--- config.mk ---
export PLATFORM = sky130hd
export DESIGN_NAME = contadores_param
export DESIGN_NICKNAME = d
export VERILOG_FILES = /design/src/rtl/contadores_param.sv
export SDC_FILE = /design/constraint.sdc
export NUM_CORES = 1
export LEC_CHECK = 0
export ABC_AREA = 1
export BUFFER_PORTS_ARGS = -buffer_cell sky130_fd_sc_hd__buf_2
export CORE_MARGIN = 2
export CORE_UTILIZATION = 60
export DETAILED_ROUTE_END_ITERATION = 6
export GPL_TIMING_DRIVEN = 0
export PLACE_DENSITY = 0.84
export SETUP_SLACK_MARGIN = 0.3
export SYNTH_ARGS = -nofsm -noshare
export SYNTH_HDL_FRONTEND = slang
export SYNTH_SLANG_ARGS = --single-unit
--- constraint.sdc ---
create_clock -name clk -period 2.2 [get_ports clk]
set_input_delay 0.22 -clock clk [delete_from_list [all_inputs] [get_ports clk]]
set_output_delay 0.22 -clock clk [all_outputs]
set_load 0.02 [all_outputs]
--- src/rtl/contadores_param.sv ---
// -----------------------------------------------------------------------------
// contadores_param
//
// Per-channel word counter for the FIFO datapath. One COUNT_W-bit counter per
// output FIFO counts popped words, a sticky overflow flag per channel records
// that a counter ran past its maximum, and a registered req/idx readout
// returns one channel count per cycle while the control FSM is in its read
// state.
//
// Parameters:
//   NUM_CH      number of counted channels (1..16)
//   COUNT_W     width of each counter and of data
//   IDX_W       width of idx, 2**IDX_W must be >= NUM_CH
//   READ_STATE  estado_FSM encoding in which reads are accepted
//   CLR_ON_READ 1 = an accepted read zeroes the counter (and ovf) it returns
//
// Ports:
//   clk         clock, all logic on the rising edge
//   rst         asynchronous active-low reset
//   pop         per-channel pop strobe, one word left the FIFO this cycle
//   clr         synchronous clear of all counters and overflow flags
//   req         read request, sampled every cycle
//   idx         channel selected by req
//   estado_FSM  current state of the control FSM
//   data        returned count, holds when valid is low
//   valid       one-cycle pulse per accepted read
//   idx_err     accepted read addressed a channel >= NUM_CH
//   ovf         sticky per-channel overflow flag
//
// Build option:
//   CONTADORES_SAT_EN  when defined, counters saturate at their maximum
//                      instead of wrapping to zero. ovf is set either way.
// -----------------------------------------------------------------------------
module contadores_param #(
    parameter int         NUM_CH      = 4,
    parameter int         COUNT_W     = 5,
    parameter int         IDX_W       = 2,
    parameter logic [3:0] READ_STATE  = 4'b0100,
    parameter int         CLR_ON_READ = 0
) (
    input  logic               clk,
    input  logic               rst,
    input  logic [NUM_CH-1:0]  pop,
    input  logic               clr,
    input  logic               req,
    input  logic [IDX_W-1:0]   idx,
    input  logic [3:0]         estado_FSM,
    output logic [COUNT_W-1:0] data,
    output logic               valid,
    output logic               idx_err,
    output logic [NUM_CH-1:0]  ovf
);

    localparam logic [COUNT_W-1:0] CNT_MAX    = '1;
    localparam logic [COUNT_W-1:0] CNT_ONE    = COUNT_W'(1);
    localparam logic [IDX_W:0]     NUM_CH_EXT = (IDX_W+1)'(NUM_CH);

`ifdef CONTADORES_SAT_EN
    localparam bit SAT_EN = 1'b1;
`else
    localparam bit SAT_EN = 1'b0;
`endif

    logic [COUNT_W-1:0] cnt_q [NUM_CH];
    logic [COUNT_W-1:0] cnt_d [NUM_CH];
    logic [NUM_CH-1:0]  ovf_q;
    logic [NUM_CH-1:0]  ovf_d;

    logic               rd_accept;
    logic               idx_in_range;
    logic [COUNT_W-1:0] rd_value;
    logic [NUM_CH-1:0]  rd_clear_sel;

    // Read decode. The selected count is taken from the registered counters,
    // so a pop in the same cycle is never included in the returned value.
    // An out-of-range idx matches no channel, which leaves rd_value at zero
    // and selects nothing for clear-on-read.
    always_comb begin
        rd_accept    = req && (estado_FSM == READ_STATE);
        idx_in_range = ({1'b0, idx} < NUM_CH_EXT);
        rd_value     = '0;
        rd_clear_sel = '0;
        for (int i = 0; i < NUM_CH; i++) begin
            if (idx == IDX_W'(i)) begin
                rd_value = cnt_q[i];
                if (rd_accept && (CLR_ON_READ != 0)) begin
                    rd_clear_sel[i] = 1'b1;
                end
            end
        end
    end

    // Counter next state. Priority is clr, then clear-on-read, then pop.
    // Clear-on-read with a same-cycle pop restarts at one so the popped word
    // is not lost. At the maximum a pop raises ovf and either wraps or holds
    // depending on the build option.
    always_comb begin
        for (int i = 0; i < NUM_CH; i++) begin
            cnt_d[i] = cnt_q[i];
            ovf_d[i] = ovf_q[i];
            if (clr) begin
                cnt_d[i] = '0;
                ovf_d[i] = 1'b0;
            end else if (rd_clear_sel[i]) begin
                cnt_d[i] = pop[i] ? CNT_ONE : '0;
                ovf_d[i] = 1'b0;
            end else if (pop[i]) begin
                if (cnt_q[i] == CNT_MAX) begin
                    ovf_d[i] = 1'b1;
                    cnt_d[i] = SAT_EN ? CNT_MAX : '0;
                end else begin
                    cnt_d[i] = cnt_q[i] + CNT_ONE;
                end
            end
        end
    end

    // Counter and overflow flag registers.
    always_ff @(posedge clk or negedge rst) begin
        if (!rst) begin
            for (int i = 0; i < NUM_CH; i++) begin
                cnt_q[i] <= '0;
            end
            ovf_q <= '0;
        end else begin
            for (int i = 0; i < NUM_CH; i++) begin
                cnt_q[i] <= cnt_d[i];
            end
            ovf_q <= ovf_d;
        end
    end

    // Registered readout. valid pulses once per accepted read; data and
    // idx_err only load on an accepted read so they hold between reads.
    // Reset drops any read that was accepted but not yet registered.
    always_ff @(posedge clk or negedge rst) begin
        if (!rst) begin
            data    <= '0;
            valid   <= 1'b0;
            idx_err <= 1'b0;
        end else begin
            valid <= rd_accept;
            if (rd_accept) begin
                data    <= rd_value;
                idx_err <= !idx_in_range;
            end
        end
    end

    assign ovf = ovf_q;

endmodule

* Word level (Yosys, flattened, before mapping) *
Cells that the tools add are included.

word-level totals
  register bits = 30
  input bits = 14

cells by class
  $add $sub $neg = 4
  equality and inequality tests = 8
  mux-type cells = 28
  reduce and logical (&&, ||, !) cells = 14

operator list
  operator               count
  $mux W5                16
  $add A5 B1 Y5 const B  4
  $eq A5 B5 Y1 const B   4
  $reduce_bool A2 Y1     8
  $mux W1                12
  $reduce_and A2 Y1      4
  $eq A2 B2 Y1 const B   2
  $eq A4 B3 Y1 const B   1
  $eq A2 B1 Y1 const B   1
  $logic_not A2 Y1       1
  $logic_and A1 B1 Y1    1

* Longest topological paths before layout *
  word-level depth = 5
  mapped depth = 9

* Least setup slack after synthesis *
Ideal clock, no wire load.

  path type = register to register
  from = register cnt_q[10] (netlist bit)
  to = register cnt_q[10] (netlist bit)
  library setup time = 77 ps
  arrival = 1,271 ps
  data required time = 2,123 ps
  setup slack = 852 ps
  cell stages (with the launch flop) = 8
  buffers on the path = 0
  cells stage by stage = dfrtp_1 -> ha_1 -> nand2_1 -> nor2_1 -> ha_1 -> nor3b_2 -> nor2_1 -> a21oi_1

on the way
  word-level cells in the longest chain between the ends = 4
  elaborated cells on any way between the ends = 5
  classes of those cells = add/sub (1); eq/ne (1); mux (3)

ends and longest elaborated chain
  item                                                  RTL line  source
  start: declaration                                    64        logic [COUNT_W-1:0] cnt_q [NUM_CH];
  start signal: indexed assignment                      127       cnt_q[i] <= cnt_d[i];
  $add A5 B1 Y5 / $eq A5 B5 Y1 (equally long branches)  112, 108
  $mux W5 (*)                                           108       if (cnt_q[i] == CNT_MAX) begin
  $mux W5 (*)                                           107       end else if (pop[i]) begin
  $mux W5 (*)                                           101       if (clr) begin

Every way passes the cells marked *; elsewhere a longest branch is shown, timed or not. The select of a mux whose other input is x is not followed.
A chain may end at the register's enable or synchronous reset.

* Worst setup path after layout *
  from = register cnt_q[10] (netlist bit)
  to = register cnt_q[13] (netlist bit)

The elaborated chain is that of the path after synthesis.

==> summary.txt <==
STA
  – Max transition margin: 56.5%
  – Final period util: between 60 and 70%
  – RSZ-0062 raised after global routing: no
  – Slew @ Worst Pin: between 0.6 and 0.7 ns
  – Setup ws final: between 0.6 and 0.7 ns
  – Hold Violations, Final: 0
  – Fin crit period: ~1.5 ns
  – Fmax achieved: 663 MHz
  – Min Hold Slack: approximately 0.18 ns
  – Max Slew Vio Count: 0
  – Worst Clk Skew: between 0.007 and 0.008 ns
  – Setup total negative slack: 0 ns
  – # setup viols final: 0

Worst setup path
  – CP Capture Type: flip-flop
  – Critical Path Source: cnt_q[10]
  – WS Path Type: flip-flop to flip-flop
  – Critical Path Sink: cnt_q[13]
  – WP data arrival: around 1.8 ns
  – Reg2Reg Depth: 7
  – Reg-to-reg slack, setup: 0.69 ns
  – Reg2reg end: cnt_q[13]
  – Worst r2r src: cnt_q[10]
  – CP required: between 2 and 2.5 ns
  – Critical Path Start Type: flip-flop
  – Max FO, Critical Path: 6

Floorplanning
  – Ports: 25
  – Core Area: between 2000 and 3000 µm²
  – Die ar.: between 3000 and 4000 µm²
  – Die height: around 56 µm
  – Rows: 18
  – Die width: between 50 and 60 µm
  – Initial Util: a little under two thirds

Layout
  – Final Non-Filler Cells: ~270
  – ANT cells: 0
  – Final Util: between 70 and 80%
  – Fin nets: around 260
  – Reg area: between 700 and 800 µm²
  – Multi-input gate area: between 700 and 800 µm²
  – Fillers: ~210
  – Final instance area: around 1800 µm²
  – Layout cells sized above 1: 16.0%
  – Layout area overhead: 13.5%

Synth
  – Ys Warns: 0
  – Count leader, synth: nand2_1
  – Synth async-reset ratio: between 90% and 100%
  – Most frequent cells after synthesis: 58 x nand2_1, 36 x nor2_1, 30 x dfrtp_1
  – Syn Area/Cell: roughly 7.6 µm²
  – EDFF count, synth: 0
  – Count of cell types in the netlist: 18
  – Top cell type's share of synthesized area: between 40% and 50%
  – Yosys top cell by area: dfrtp_1
  – Synth area leaders: dfrtp_1 47%, nand2_1 13%, nor2_1 8.4%, nand3_1 8.1%, ha_1 6.2%
  – Mapped Area: between 1500 and 2000 µm²
  – Seq/Total Area, Yosys: 46.5%
  – Main flop type after synthesis: dfrtp_1
  – Seq cells post-synth: 30
  – Syn Inst Count: approximately 210
  – Syn Nets: 234

GRT
  – First-pass GRT wire length: between 5 and 6 mm
  – Vias in the first global route: roughly 1.4k
  – Initial antenna violation count: 0
  – Total GRT Usage: 23.3%
  – Largest net degree at the start of global routing: 31
  – Global route overflow: 0

Place
  – DP Worst Slack: 0.726 ns
  – Placed cell count: approximately 260
  – Port bufs: 22
  – Routability cong.: between 0.8 and 0.9
  – Area after DPL: about 1800 µm²
  – Post-DP HPWL: 2.36 mm

Clocking
  – Worst skew pair latency: between 0.3 and 0.4 ns
  – Max Root-Sink Buffers: 2
  – Clock Tree Root: clkbuf_4
  – Clk slew on worst S/H paths: 0.09 ns
  – CTS Buf Count: 5
  – CTS tree: built
  – CTS sink cnt: 30
  – CTS H-tree depth: 2
  – Setup bufs post-CTS: 0
  – CTS resizes: 0
  – Cts hold-fix bufs: 1

Pwr
  – Pwr dens: between 600 and 700 nW/µm²
  – Worst VDD drop: about 530 µV
  – Total power: approximately 1.2 mW
  – Static leakage: approximately 1.0 nW

Routing
  – Residual DRC: 0
  – Routed wire length: between 3 and 4 mm
  – DR iter-0 viols: 48
  – Vias/cell: approximately 5.2
  – Post-route ant nets: 0
  – Total iterations of the first detailed-routing run: 4
  – Routed vias: 1428
  – Routed len/inst: between 10 and 15 µm

Flow run
  – Max Cap Viol: 0

Status
  – Status: completed

Hold path
  – Hold Crit Class: input port to flip-flop
-- state kept, by name, indices dropped and copies added (netlist names) --
signal,count
valid,1
ovf,4
data,5
cnt_q,20
-- how the worst min path moves through the flow --
| stage | from | end | cells past startpoint | slack [ns] |
|---|---|---|---|---|
| final | pop[0] | cnt_q[15] | 3 | 0.18 |
| after floorplan | rst | cnt_q[0] | 0 | -0.08 |
| after detailed placement | rst | cnt_q[0] | 1 | 0.29 |
| after global placement | rst | cnt_q[0] | 1 | 0.29 |
| after global routing | pop[0] | cnt_q[15] | 3 | 0.17 |
| after CTS | pop[0] | cnt_q[15] | 3 | 0.16 |
-- area by class of cell --
class	count	area share (%)
multi-input cells	157	41.2
flip-flops and latches	30	41.0
repair buffers	23	6.56
inverters	19	3.89
clock buffers	7	3.01
plain buffers	6	2.05
well taps	30	2.05
clock inverters	1	0.273
-- power breakdown --
| group | switching, mW | internal, mW |
|---|---|---|
| Combinational | 0.128 | 0.0817 |
| Sequential | 0.0649 | 0.607 |
| Clock | 0.184 | 0.155 |
-- cells in the final DEF (no fill, tap or decap), drive strengths merged --
master and n:
nand4 2, inv 19, buf 27, clkinv 1
nand3 26, nand2 58, clkbuf 8, o21ai 11
conb 1, dfrtp 30, nor3b 1, nor2 39
xnor2 1, dlygate4sd3 1, ha 8, nor3 1
a21oi 9
-- worst max-delay path, cell delays in order (launching register included) --
cell     delay [ns]
dfrtp_1        0.44
ha_1           0.23
nand2_1        0.08
nor2_1         0.05
ha_1           0.22
nor3b_2        0.23
nand3_1        0.10
o21ai_0        0.09
-- kinds of logic (layout without fill, tap and decap cells) --
| logic type | Yosys count | count (layout) | share of synthesized area (%) |
|---|---|---|---|
| AOI/OAI and AO/OA | 20 | 20 | 6.20 |
| xor gates and xnor gates | 1 | 1 | 0.543 |
| adders and majority gates | 8 | 8 | 6.20 |
| buffers and inverters | 25 | 56 | 6.74 |
| DFF | 30 | 30 | 46.5 |
| other | 1 | 1 | 0.232 |
| and+or+nand+nor | 127 | 127 | 33.6 |
-- layer usage --
metal	up-vias	track usage [%]	wire, µm
met5	-	0	0
met2	35	38.1	1470
met1	653	28.5	1530
li1	736	-	-
met4	0	8.84	31
met3	4	7.67	154
No activity file was read; power rests on OpenSTA's default activity.
